--- config.mk ---
export PLATFORM = sky130hd
export DESIGN_NAME = frame_window_reader
export DESIGN_NICKNAME = d
export VERILOG_FILES = /design/src/rtl/frame_window_reader.sv
export SDC_FILE = /design/constraint.sdc
export NUM_CORES = 1
export LEC_CHECK = 0
export CAP_MARGIN = 20
export CORE_UTILIZATION = 47
export DETAILED_ROUTE_END_ITERATION = 10
export PLACE_DENSITY_LB_ADDON = 0.25
export SLEW_MARGIN = 20
export SYNTH_ARGS = -nofsm -noshare
export SYNTH_HDL_FRONTEND = slang
export SYNTH_SLANG_ARGS = --single-unit
--- constraint.sdc ---
create_clock -name clk_r -period 4.1 [get_ports clk_r]
set_input_delay 0.82 -clock clk_r [delete_from_list [all_inputs] [get_ports clk_r]]
set_output_delay 0.82 -clock clk_r [all_outputs]
set_load 0.01 [all_outputs]
--- src/rtl/frame_window_reader.sv ---
// frame_window_reader: raster-scans a frame in BRAM and presents each pixel's 3x3 neighbourhood
// (zero-padded at the frame edges) over a valid/ready handshake.
module frame_window_reader #(
    parameter int WIDTH       = 320,
    parameter int HEIGHT      = 240,
    parameter int PIXEL_WIDTH = 24,
    parameter int ADDR_WIDTH  = $clog2(WIDTH*HEIGHT)
) (
    input  logic                       clk_r,
    input  logic                       rst_n,
    input  logic                       start,
    output logic [ADDR_WIDTH-1:0]      bram_addr,
    input  logic [PIXEL_WIDTH-1:0]     bram_dout,
    output logic                       win_valid,
    input  logic                       win_ready,
    output logic [9*PIXEL_WIDTH-1:0]   win_data,
    output logic [$clog2(WIDTH)-1:0]   win_x,
    output logic [$clog2(HEIGHT)-1:0]  win_y,
    output logic                       busy,
    output logic                       frame_done
);
    localparam int XW = $clog2(WIDTH);
    localparam int YW = $clog2(HEIGHT);

    typedef enum logic [2:0] {IDLE, FETCH, DRAIN, PRESENT, DONE} state_t;

    // Returns {out_of_bounds, address}; out-of-bounds taps read the centre so the address never wraps.
    function automatic logic [ADDR_WIDTH:0] tap_addr(input logic [XW-1:0] cx, input logic [YW-1:0] cy,
                                                      input logic [ADDR_WIDTH-1:0] cc, input logic [3:0] t);
        logic up, dn, lf, rt, oob;
        logic [ADDR_WIDTH-1:0] a;
        up  = t < 4'd3;
        dn  = t > 4'd5;
        lf  = t == 4'd0 || t == 4'd3 || t == 4'd6;
        rt  = t == 4'd2 || t == 4'd5 || t == 4'd8;
        oob = (up && cy == '0) || (dn && cy == YW'(HEIGHT-1)) || (lf && cx == '0) || (rt && cx == XW'(WIDTH-1));
        a   = cc + (dn ? ADDR_WIDTH'(WIDTH) : '0) - (up ? ADDR_WIDTH'(WIDTH) : '0) + ADDR_WIDTH'(rt) - ADDR_WIDTH'(lf);
        return {oob, oob ? cc : a};
    endfunction

    state_t                  state;
    logic [XW-1:0]           x, nx;
    logic [YW-1:0]           y, ny;
    logic [ADDR_WIDTH-1:0]   ctr;
    logic [3:0]              cnt;
    logic                    oob1, oob2;
    logic [PIXEL_WIDTH-1:0]  taps [9];
    logic                    last_col, last_px;
    logic [ADDR_WIDTH:0]     cur_tap, next_tap;

    assign last_col = x == XW'(WIDTH-1);
    assign last_px  = last_col && y == YW'(HEIGHT-1);
    assign nx       = last_col ? '0 : x + 1'b1;
    assign ny       = last_col ? y + 1'b1 : y;
    assign cur_tap  = tap_addr(x, y, ctr, cnt);
    assign next_tap = tap_addr(nx, ny, ctr + 1'b1, 4'd0);

    for (genvar k = 0; k < 9; k++) begin : g_win
        assign win_data[k*PIXEL_WIDTH +: PIXEL_WIDTH] = taps[k];
    end

    always_ff @(posedge clk_r or negedge rst_n) begin
        if (!rst_n) begin
            state      <= IDLE;
            x          <= '0;
            y          <= '0;
            ctr        <= '0;
            cnt        <= '0;
            oob1       <= 1'b0;
            oob2       <= 1'b0;
            bram_addr  <= '0;
            win_valid  <= 1'b0;
            win_x      <= '0;
            win_y      <= '0;
            busy       <= 1'b0;
            frame_done <= 1'b0;
            for (int i = 0; i < 9; i++) taps[i] <= '0;
        end else begin
            case (state)
                IDLE: if (start) begin
                    state     <= FETCH;
                    busy      <= 1'b1;
                    x         <= '0;
                    y         <= '0;
                    ctr       <= '0;
                    bram_addr <= '0;
                    oob1      <= 1'b1;
                    cnt       <= 4'd1;
                end
                FETCH, DRAIN: begin
                    // cnt counts edges since tap 0 was driven; data for tap k lands two edges later
                    cnt  <= cnt + 1'b1;
                    oob2 <= oob1;
                    if (cnt >= 4'd2) taps[cnt - 4'd2] <= oob2 ? '0 : bram_dout;
                    if (state == FETCH) begin
                        {oob1, bram_addr} <= cur_tap;
                        if (cnt == 4'd8) state <= DRAIN;
                    end else if (cnt == 4'd10) begin
                        win_valid <= 1'b1;
                        win_x     <= x;
                        win_y     <= y;
                        state     <= PRESENT;
                    end
                end
                PRESENT: if (win_ready) begin
                    win_valid <= 1'b0;
                    if (last_px) begin
                        state      <= DONE;
                        frame_done <= 1'b1;
                    end else begin
                        x                 <= nx;
                        y                 <= ny;
                        ctr               <= ctr + 1'b1;
                        {oob1, bram_addr} <= next_tap;
                        cnt               <= 4'd1;
                        state             <= FETCH;
                    end
                end
                DONE: begin
                    frame_done <= 1'b0;
                    busy       <= 1'b0;
                    state      <= IDLE;
                end
                default: state <= IDLE;
            endcase
        end
    end
endmodule
After elaboration in Yosys (flattened, before gate mapping)
Cells that the tools add are included.
W data, S select, Z words.
Cells by class
  add/sub/neg operators: 11
  order comparisons: 5
  eq/ne operators: 21
  mux-type cells: 50
  bitwise logic cells: 2
  reduce and logical (&&, ||, !) cells: 35
Operators by type and width (count)
  $bwmux W216: 1
  $mux W17: 8
  $demux W24 S4: 1
  $mux W9: 6
  $pmux W17 S3: 1
  $mux W24: 2
  $pmux W17 S2: 1
  $mux W8: 4
  $logic_not A9 Y1: 2
  $mux W3: 6
  $pmux W9 S2: 1
  $add A17 B1 Y17: 1
  $add A17 B1 Y17 const B: 1
  $add A17 B9 Y17: 1
  $sub A17 B1 Y17: 1
  $sub A17 B1 Y17 const B: 1
  $sub A17 B9 Y17: 1
  $sub A17 B9 Y17 const B: 1
  $logic_not A8 Y1: 2
  $pmux W8 S2: 1
  $reduce_and A4 Y1: 4
  $ne A2 B2 Y1 const B: 7
  $mux W4: 3
  $pmux W4 S3: 1
  34 further kinds: 66
Storage, ports and cells
  register bits after elaboration: 296
  input port bits: 28
  output and inout port bits: 253
  word-level logic and storage cells: 146

Depth between registers and ports, before layout
Gate-level depths: netlist of run 1.
  depth in word-level cells: 9
  gate-level depth with buffers: 18
  depth with buffers taken out: 17

Worst setup path before layout of run 1
Ideal clock, no wire load.
  kind: reg2reg
  from: reg cnt[0]
  to: reg bram_addr[11]
  setup time: 132 ps
  data arrival time: 3878 ps
  data required time: 3968 ps
  setup slack: 90 ps
  cell stages (with the launch flop): 19
  path buffers: 1
  period minus slack after synthesis: 4010 ps
  cell sequence: dfrtp_1 -> inv_1 -> ha_1 -> clkbuf_1 -> nor2b_1 -> nor3_1 -> ha_1 -> ha_1 -> inv_1 -> ha_1 -> fa_1 -> a21o_1 -> a21oi_1 -> o21bai_1 -> a2111oi_0 -> o21bai_1 -> a31oi_1 -> o21ai_0 -> or3b_1
On the way
  longest elaborated chain between the ends: 9
  elaborated cells between the ends (all ways): 28
  classes of those cells: add/sub (4); order compare (2); eq/ne (5); mux (5); reduce/logical (12)
RTL lines
  start: declaration: line 45  | logic [3:0] cnt;
  start signal: assignment: line 92  | cnt <= cnt + 1'b1;
  $gt A4 B3 Y1 (tied with other cells): line 33  | dn = t > 4'd5;
  $mux W9 / $logic_or A1 B1 Y1 (equally long branches): line 37, 34
  $add A17 B9 Y17 / $logic_or A1 B1 Y1 (equally long branches): line 37, 34
  $sub A17 B9 Y17 / $logic_and A1 B1 Y1 (equally long branches): line 37, 36
  $add A17 B1 Y17 / $logic_or A1 B1 Y1 (equally long branches): line 37, 36
  $sub A17 B1 Y17 / $logic_or A1 B1 Y1 (equally long branches): line 37, 36
  $mux W17 *: line 38  | return {oob, oob ? cc : a};
  $mux W17 *: line 95  | if (state == FETCH) begin
  $pmux W17 S3 *: line 79  | case (state)
  end signal: assignment: line 96  | {oob1, bram_addr} <= cur_tap;
  end signal: assignment: line 114  | {oob1, bram_addr} <= next_tap;
  end: declaration: line 12  | output logic [ADDR_WIDTH-1:0] bram_addr,
Every way passes the cells marked *; elsewhere a longest branch is shown, timed or not. The select of a mux whose other input is x is not followed.
A chain may end at the register's enable or synchronous reset.

Worst setup path in the final report of run 1
Ends and elaborated chain as after synthesis.

==> reports/results.tsv, run 1 <==
metric	value	unit
status	finished, final reports clean	
wl_met2	19300	microns
synthArstFlopShare	100	%
synth_most_common_cell	nand2_1	
synthCells	1439	
die-area	0.0300	sq mm
clk_latency	0.57	ns
hold_class	input pin to asynchronous set/reset pin	
vdd_drop_max	0.000458	V
grt_pass1_vias	11200	
intPower	9.03	mW
multi_input_area	0.00591	sq mm
ant_nets	0	
synth_area_leaders	dfrtp_1 (54%), o21ai_0 (9.7%), nand2_1 (8.1%), ha_1 (3.9%), clkbuf_1 (2.3%)	
worst_pin_slew	0.982	ns
cap_violations	0	
p_leak	8.11	nW
final_net_count	1776	
cts.reportedPaths.clkPinSlew	0.06	ns
diodes	0	
cp_max_fo	4	
yosysWarnings	0	
groute.usage.overall	27.0	%
fp.dieW	173	microns
vias_per_cell	5.49	
antenna_found_initial	0	
yosysSeqAreaShare	53.8	%
cts_tree	done	
whs	0.333	ns
rows	62	
gp_congestion	0.899	
via_count	11600	
swShare	37.9	%
post_dp_cell_area	0.0171	sq mm
timing.final.crit_share	95.2	%
synth_top_area_share	53.8	%
fin_skew	0.0121	ns
fmax	256	MHz
finalSetupViolations	0	
reg2reg_depth	18	
dp_hpwl	28000	microns
highest_layer	met4	
combPwrFrac	47.4	%
ioPinCount	281	
hold_viol	0	
seqCellArea	0.00741	sq mm
drtIter0Drc	858	
clk_path_buf_depth	3	
slew_headroom	34.4	%
reg2reg_from	cnt[0]	
drc	0	
drv_slew	0	
synth_nets	1511	
synth.distinct_cells	74	
portBuffers	280	
wl_met1	17300	microns
fillCellCount	2374	
core	0.0288	sq mm
rrSetupSlack	0.20	ns
startpoint_type	register	
grt_pass1_wl	63700	microns
r2r-end	bram_addr[11]	
ys_seq_elements	296	
firstDrtPassIters	5	
htreeDepth	1	
yosysTopAreaCell	dfrtp_1	
grt_start_max_net_pins	112	
root_buffer	clkbuf_16	
overflow	0	
syn_area	0.0138	sq mm
p_per_area	797	mW/mm^2
syn_area_per_cell	9.57	sq um
start_util	47.9	%
seqPwrFrac	32.0	%
wl	40400	microns
arrival	4.36	ns
die_h	173	microns
cts_made_buffers	31	
end_kind	register	
worst-setup-path-type	register to register	
drive_gt1_share	8.56	%
ys_top_cells_by_count	nand2_1 (299), dfrtp_1 (296), o21ai_0 (268), clkbuf_1 (84), nor2_1 (53)	
power.switching	5.51	mW
wl_met3	2090	microns
yosys_most_used_dff	dfrtp_1	
post-route-min-period	3.90	ns
finalInstanceArea	0.0182	sq mm
clockPowerShare	20.6	%
routedWlPerCell	19.1	microns
synth_edf_count	0	
clock_sinks	296	
required	4.55	ns
syn_to_final_growth	32.4	%
==> worst max-delay path by stage <==
stage / start / endpoint / cells after the start
4_1_cts: cnt[0] / bram_addr[11] / 17
6_report: cnt[0] / bram_addr[11] / 18
3_3_place_gp: cnt[0] / bram_addr[11] / 17
2_1_floorplan: cnt[0] / bram_addr[11] / 18
3_5_place_dp: cnt[1] / bram_addr[11] / 18
5_1_grt: cnt[0] / bram_addr[11] / 18
==> repair_timing <==
| action | in CTS | in global routing |
|---|---|---|
| endpoints found under the setup margin | 2 | 5 |
| gates resized for setup | 3 | 9 |
| setup buffers | 3 | 0 |
| hold buffers | 0 | 0 |
| cloned | 0 | 0 |
| pin swaps | 0 | 4 |
==> layout make-up <==
| type | count | share of cell area (%) |
|---|---|---|
| inverters | 33 | 0.679 |
| clock buffers | 43 | 4.99 |
| multi-input cells | 1015 | 32.4 |
| well taps | 384 | 2.63 |
| flip-flops and latches | 296 | 40.6 |
| clock inverters | 14 | 1.06 |
| repair buffers | 327 | 17.6 |
==> layout by cell type, fill, tap and decap left out, types with 14 or more instances in the layout <==
| cell type | Yosys | final |
|---|---|---|
| xor2_1 | 15 | 15 |
| nor2_1 | 53 | 53 |
| clkbuf_16 | 0 | 31 |
| clkdlybuf4s50_1 | 0 | 279 |
| buf_4 | 0 | 43 |
| mux2_2 | 14 | 14 |
| a21oi_1 | 35 | 34 |
| nand2_1 | 299 | 299 |
| nand3_1 | 28 | 26 |
| o21ai_0 | 268 | 268 |
| dfrtp_1 | 296 | 296 |
| xnor2_1 | 36 | 36 |
| nand2b_1 | 30 | 30 |
| ha_1 | 43 | 41 |
| inv_1 | 33 | 33 |
==> worst max-delay path, cell delays in order, from the launching register on <==
cell	delay, ns
dfrtp_1	0.43
inv_1	0.12
ha_1	0.24
nor3_2	0.15
nor3_2	0.08
ha_1	0.19
ha_1	0.27
inv_1	0.04
ha_1	0.21
fa_1	0.41
a21o_1	0.18
a21oi_2	0.18
o21bai_2	0.11
a2111oi_4	0.30
buf_4	0.17
o21bai_1	0.07
a31oi_1	0.16
o21ai_0	0.08
or3b_1	0.38
==> cells by family (layout without fill, tap and decap cells) <==
group | after synthesis | after routing | share of synthesized area [%]
xor gates and xnor gates | 51 | 51 | 3.24
buffers and inverters | 128 | 417 | 3.76
DFF | 296 | 296 | 53.8
and+or+nand+nor | 504 | 504 | 17.0
muxes | 22 | 22 | 1.73
adders and majority gates | 44 | 44 | 4.05
AOI/OAI and AO/OA | 394 | 394 | 16.4
==> layer usage <==
layer,vias to the layer above,GRT usage (%)
met5,-,0
met4,0,11.1
met3,98,3.67
met2,392,45.0
met1,5608,35.6
li1,5491,-
==> power by group through the flow <==
stage | Combinational (mW) | Sequential (mW) | Clock, mW
detailed placement | 6.76 | 4.70 | 0
CTS | 6.86 | 4.65 | 3.06
floorplan | 2.95 | 5.05 | 0
global placement | 6.64 | 4.65 | 0
global route | 7.51 | 4.79 | 3.16
finish | 6.89 | 4.66 | 2.99
==> through the flow <==
step | worst slack, ns | setup TNS, ns | total power, mW | utilization [%] | instances
after CTS | 0.00441 | 0 | 14.6 | 63.2 | 2112
after global placement | 0.0167 | 0 | 11.3 | 59.3 | 2052
final | 0.197 | 0 | 14.5 | 63.4 | 2112
after floorplan | 0.0901 | 0 | 8.00 | - | 1439
after detailed placement | -0.0829 | -0.0829 | 11.5 | 59.3 | 2052
after global routing | -0.0209 | -0.0221 | 15.5 | 63.4 | 2112
==> sequential cells by signal (all words and copies together) (netlist names) <==
name	cells
bram_addr	17
oob2	1
x	9
win_y	8
win_x	9
win_valid	1
y	8
frame_done	1
cnt	4
busy	1
win_data	216
oob1	1
state	3
ctr	17
Note: power is estimated with default switching activity, not from simulation.
==> run 2, diff against run 1 <==
--- a/config.mk
+++ b/config.mk
@@ -7,4 +7,5 @@
 export LEC_CHECK = 0
 export CAP_MARGIN = 20
+export CORE_ASPECT_RATIO = 1.4
 export CORE_UTILIZATION = 47
 export DETAILED_ROUTE_END_ITERATION = 10
==> constraint.sdc (replaced) <==
create_clock -name clk_r -period 4.1 [get_ports clk_r]
set_input_delay 1.23 -clock clk_r [delete_from_list [all_inputs] [get_ports clk_r]]
set_output_delay 1.23 -clock clk_r [all_outputs]
set_load 0.01 [all_outputs]
==> run 2 against run 1 <==
Effect of this change:
- via count down 0.63%
- wire length rose by 2.6%
- first-iteration DRC count shrank 26%
- maximum frequency decreased by 1.3%
- sequential power hardly changed
- cell area is 0.29% lower
- clock-buffer cell count is 4 lower
- final cell count fell by 0.71%
- critical path depth rose by 1
==> reports/results.tsv, run 2 (same netlist as run 1, synthesis figures left out) <==
metric	value	unit	change
final_net_count	1773		-0.17%
timing.final.crit_share	96.4	%	+1.2 points
groute.usage.overall	27.9	%	+0.95 points
ioPinCount	281		unchanged
clock_sinks	296		unchanged
p_per_area	801	mW/mm^2	+0.45%
crit_end	bram_addr[11]		
p_leak	8.05	nW	-0.66%
startpoint_type	register		
fp.dieW	147	microns	-15%
die_h	205	microns	+18%
fillCellCount	2433		+2.5%
layout_commonest_cell	nand2_1		
seqCellArea	0.00741	sq mm	about the same
r2r-end	bram_addr[11]		
finalSetupViolations	0		unchanged
fin_skew	0.0276	ns	+0.0155 ns
drv_slew	0		unchanged
overflow	0		unchanged
portBuffers	280		unchanged
cts_made_buffers	28		-9.7%
reg2reg_depth	19		+1
cp_max_fo	4		unchanged
rrSetupSlack	0.15	ns	-0.05 ns
root_buffer	clkbuf_16		
intPower	9.01	mW	-0.28%
postCtsHoldBufs	0		unchanged
diodes	0		unchanged
combPwrFrac	48.6	%	+1.2 points
fmax	253	MHz	-1.3%
cap_violations	0		unchanged
drtIter0Drc	633		-26%
gp_congestion	0.911		+1.4%
routedWlPerCell	19.8	microns	+3.4%
syn_to_final_growth	32.0	%	
die-area	0.0300	sq mm	about the same
status	finished, final reports clean		
post-route-min-period	3.95	ns	+0.0500 ns
wl	41400	microns	+2.6%
clockPowerShare	19.4	%	-1.2 points
worst_pin_slew	1.02	ns	+0.0371 ns
ant_nets	0		unchanged
slew_headroom	31.9	%	-2.5 points
reg2reg_from	cnt[0]		
largest_register_ffs	216		unchanged
worst-setup-path-type	register to register		
grt_start_max_net_pins	103		-8.0%
arrival	4.40	ns	+0.04 ns
antenna_found_initial	0		unchanged
vias_per_cell	5.49		about the same
end_kind	register		
cts.reportedPaths.clkPinSlew	0.07	ns	about the same
seqPwrFrac	32.0	%	about the same
hold_viol	0		unchanged
start_util	48.2	%	+0.32 points
swShare	38.2	%	+0.28 points
critical_path.startpoint	cnt[0]		
dp_hpwl	29800	microns	+6.5%
grt_pass1_vias	11300		+0.29%
via_count	11500		-0.63%
hold_class	register to register		
clk_latency	0.57	ns	about the same
rows	73		+18%
firstDrtPassIters	5		unchanged
multi_input_area	0.00596	sq mm	+0.76%
clk_path_buf_depth	3		unchanged
power.switching	5.56	mW	+0.90%
vdd_drop_max	0.000319	V	-30%
required	4.55	ns	about the same
drive_gt1_share	8.59	%	+0.030 points
htreeDepth	1		unchanged
mostFrequentLayoutCells	nand2_1 (299), dfrtp_1 (295), clkdlybuf4s50_1 (279), o21ai_0 (267), nor2_1 (53)		
whs	0.475	ns	+0.142 ns
grt_pass1_wl	64700	microns	+1.6%
drc	0		unchanged
finalPower	14.6	mW	+0.16%
core	0.0286	sq mm	-0.67%
cts_tree	done		
## run 2: cell types whose count changed in the layout (fill, tap and decap cells not counted), sizes merged
cell,delta
clkbuf,-4
clkinv,-1
inv,-1
## run 2: worst min path at each step
stage,slack [ns],endpoint,depth (start not counted),from
2_1_floorplan,0.44,oob2,2,oob1
3_3_place_gp,0.46,oob2,2,oob1
3_5_place_dp,0.47,win_data[23],2,win_data[23]
4_1_cts,0.48,oob2,2,oob1
5_1_grt,0.50,win_data[185],2,win_data[185]
6_report,0.47,oob2,2,oob1
## run 2: critical path, cell delays in order, from the launching register on
cell and delay [ns]:
dfrtp_1 0.42, inv_2 0.11, ha_2 0.20, nor2b_2 0.07, nor3_4 0.26, ha_4 0.17, ha_1 0.21, inv_1 0.06
ha_2 0.19, fa_2 0.22, a21o_1 0.14, a21oi_2 0.07, o21bai_2 0.23, a2111oi_4 0.11, buf_4 0.15, buf_4 0.13
or3b_2 0.46, a31oi_1 0.18, o21ai_1 0.07, or3b_1 0.38
## run 2: final cells by class
cell class	instances	area share (%)
Sequential cell	296	40.7
Timing Repair Buffer	327	17.6
Tap cell	375	2.58
Clock inverter	12	1.09
Multi-Input combinational cell	1015	32.8
Inverter	33	0.681
Clock buffer	39	4.58
## run 2: routing by layer
metal	up-vias	wire, microns	track usage (%)
met5	-	0	0
met1	5549	15800	32.7
met4	0	2060	13.7
met3	93	2210	3.65
li1	5477	-	-
met2	397	21400	50.3
## run 2: repair_timing
item	CTS	global route
hold endpoints to repair	0	0
endpoints found under the setup margin	4	5
pin swaps	1	8
buffers inserted	2	6
gates resized for setup	4	23
cloned	0	0
## run 2: through the flow
stage,TNS (ns),util [%],instance area (sq um),std cells,worst slack (ns)
2_1_floorplan,0,-,13800,1439,0.0901
3_3_place_gp,-0.142,59.4,17000,2038,-0.123
6_report,0,63.6,18200,2097,0.147
3_5_place_dp,-0.579,59.4,17000,2038,-0.297
5_1_grt,-0.0445,63.6,18200,2097,-0.0445
4_1_cts,0,63.1,18000,2091,0.0332
## run 2: power groups by stage
| stage | logic, mW | registers, mW | clock network (mW) |
|---|---|---|---|
| 2_1_floorplan | 2.95 | 5.05 | 0 |
| 6_report | 7.08 | 4.67 | 2.82 |
| 4_1_cts | 6.90 | 4.66 | 2.89 |
| 3_3_place_gp | 6.68 | 4.66 | 0 |
| 3_5_place_dp | 6.81 | 4.71 | 0 |
| 5_1_grt | 7.70 | 4.80 | 3.01 |
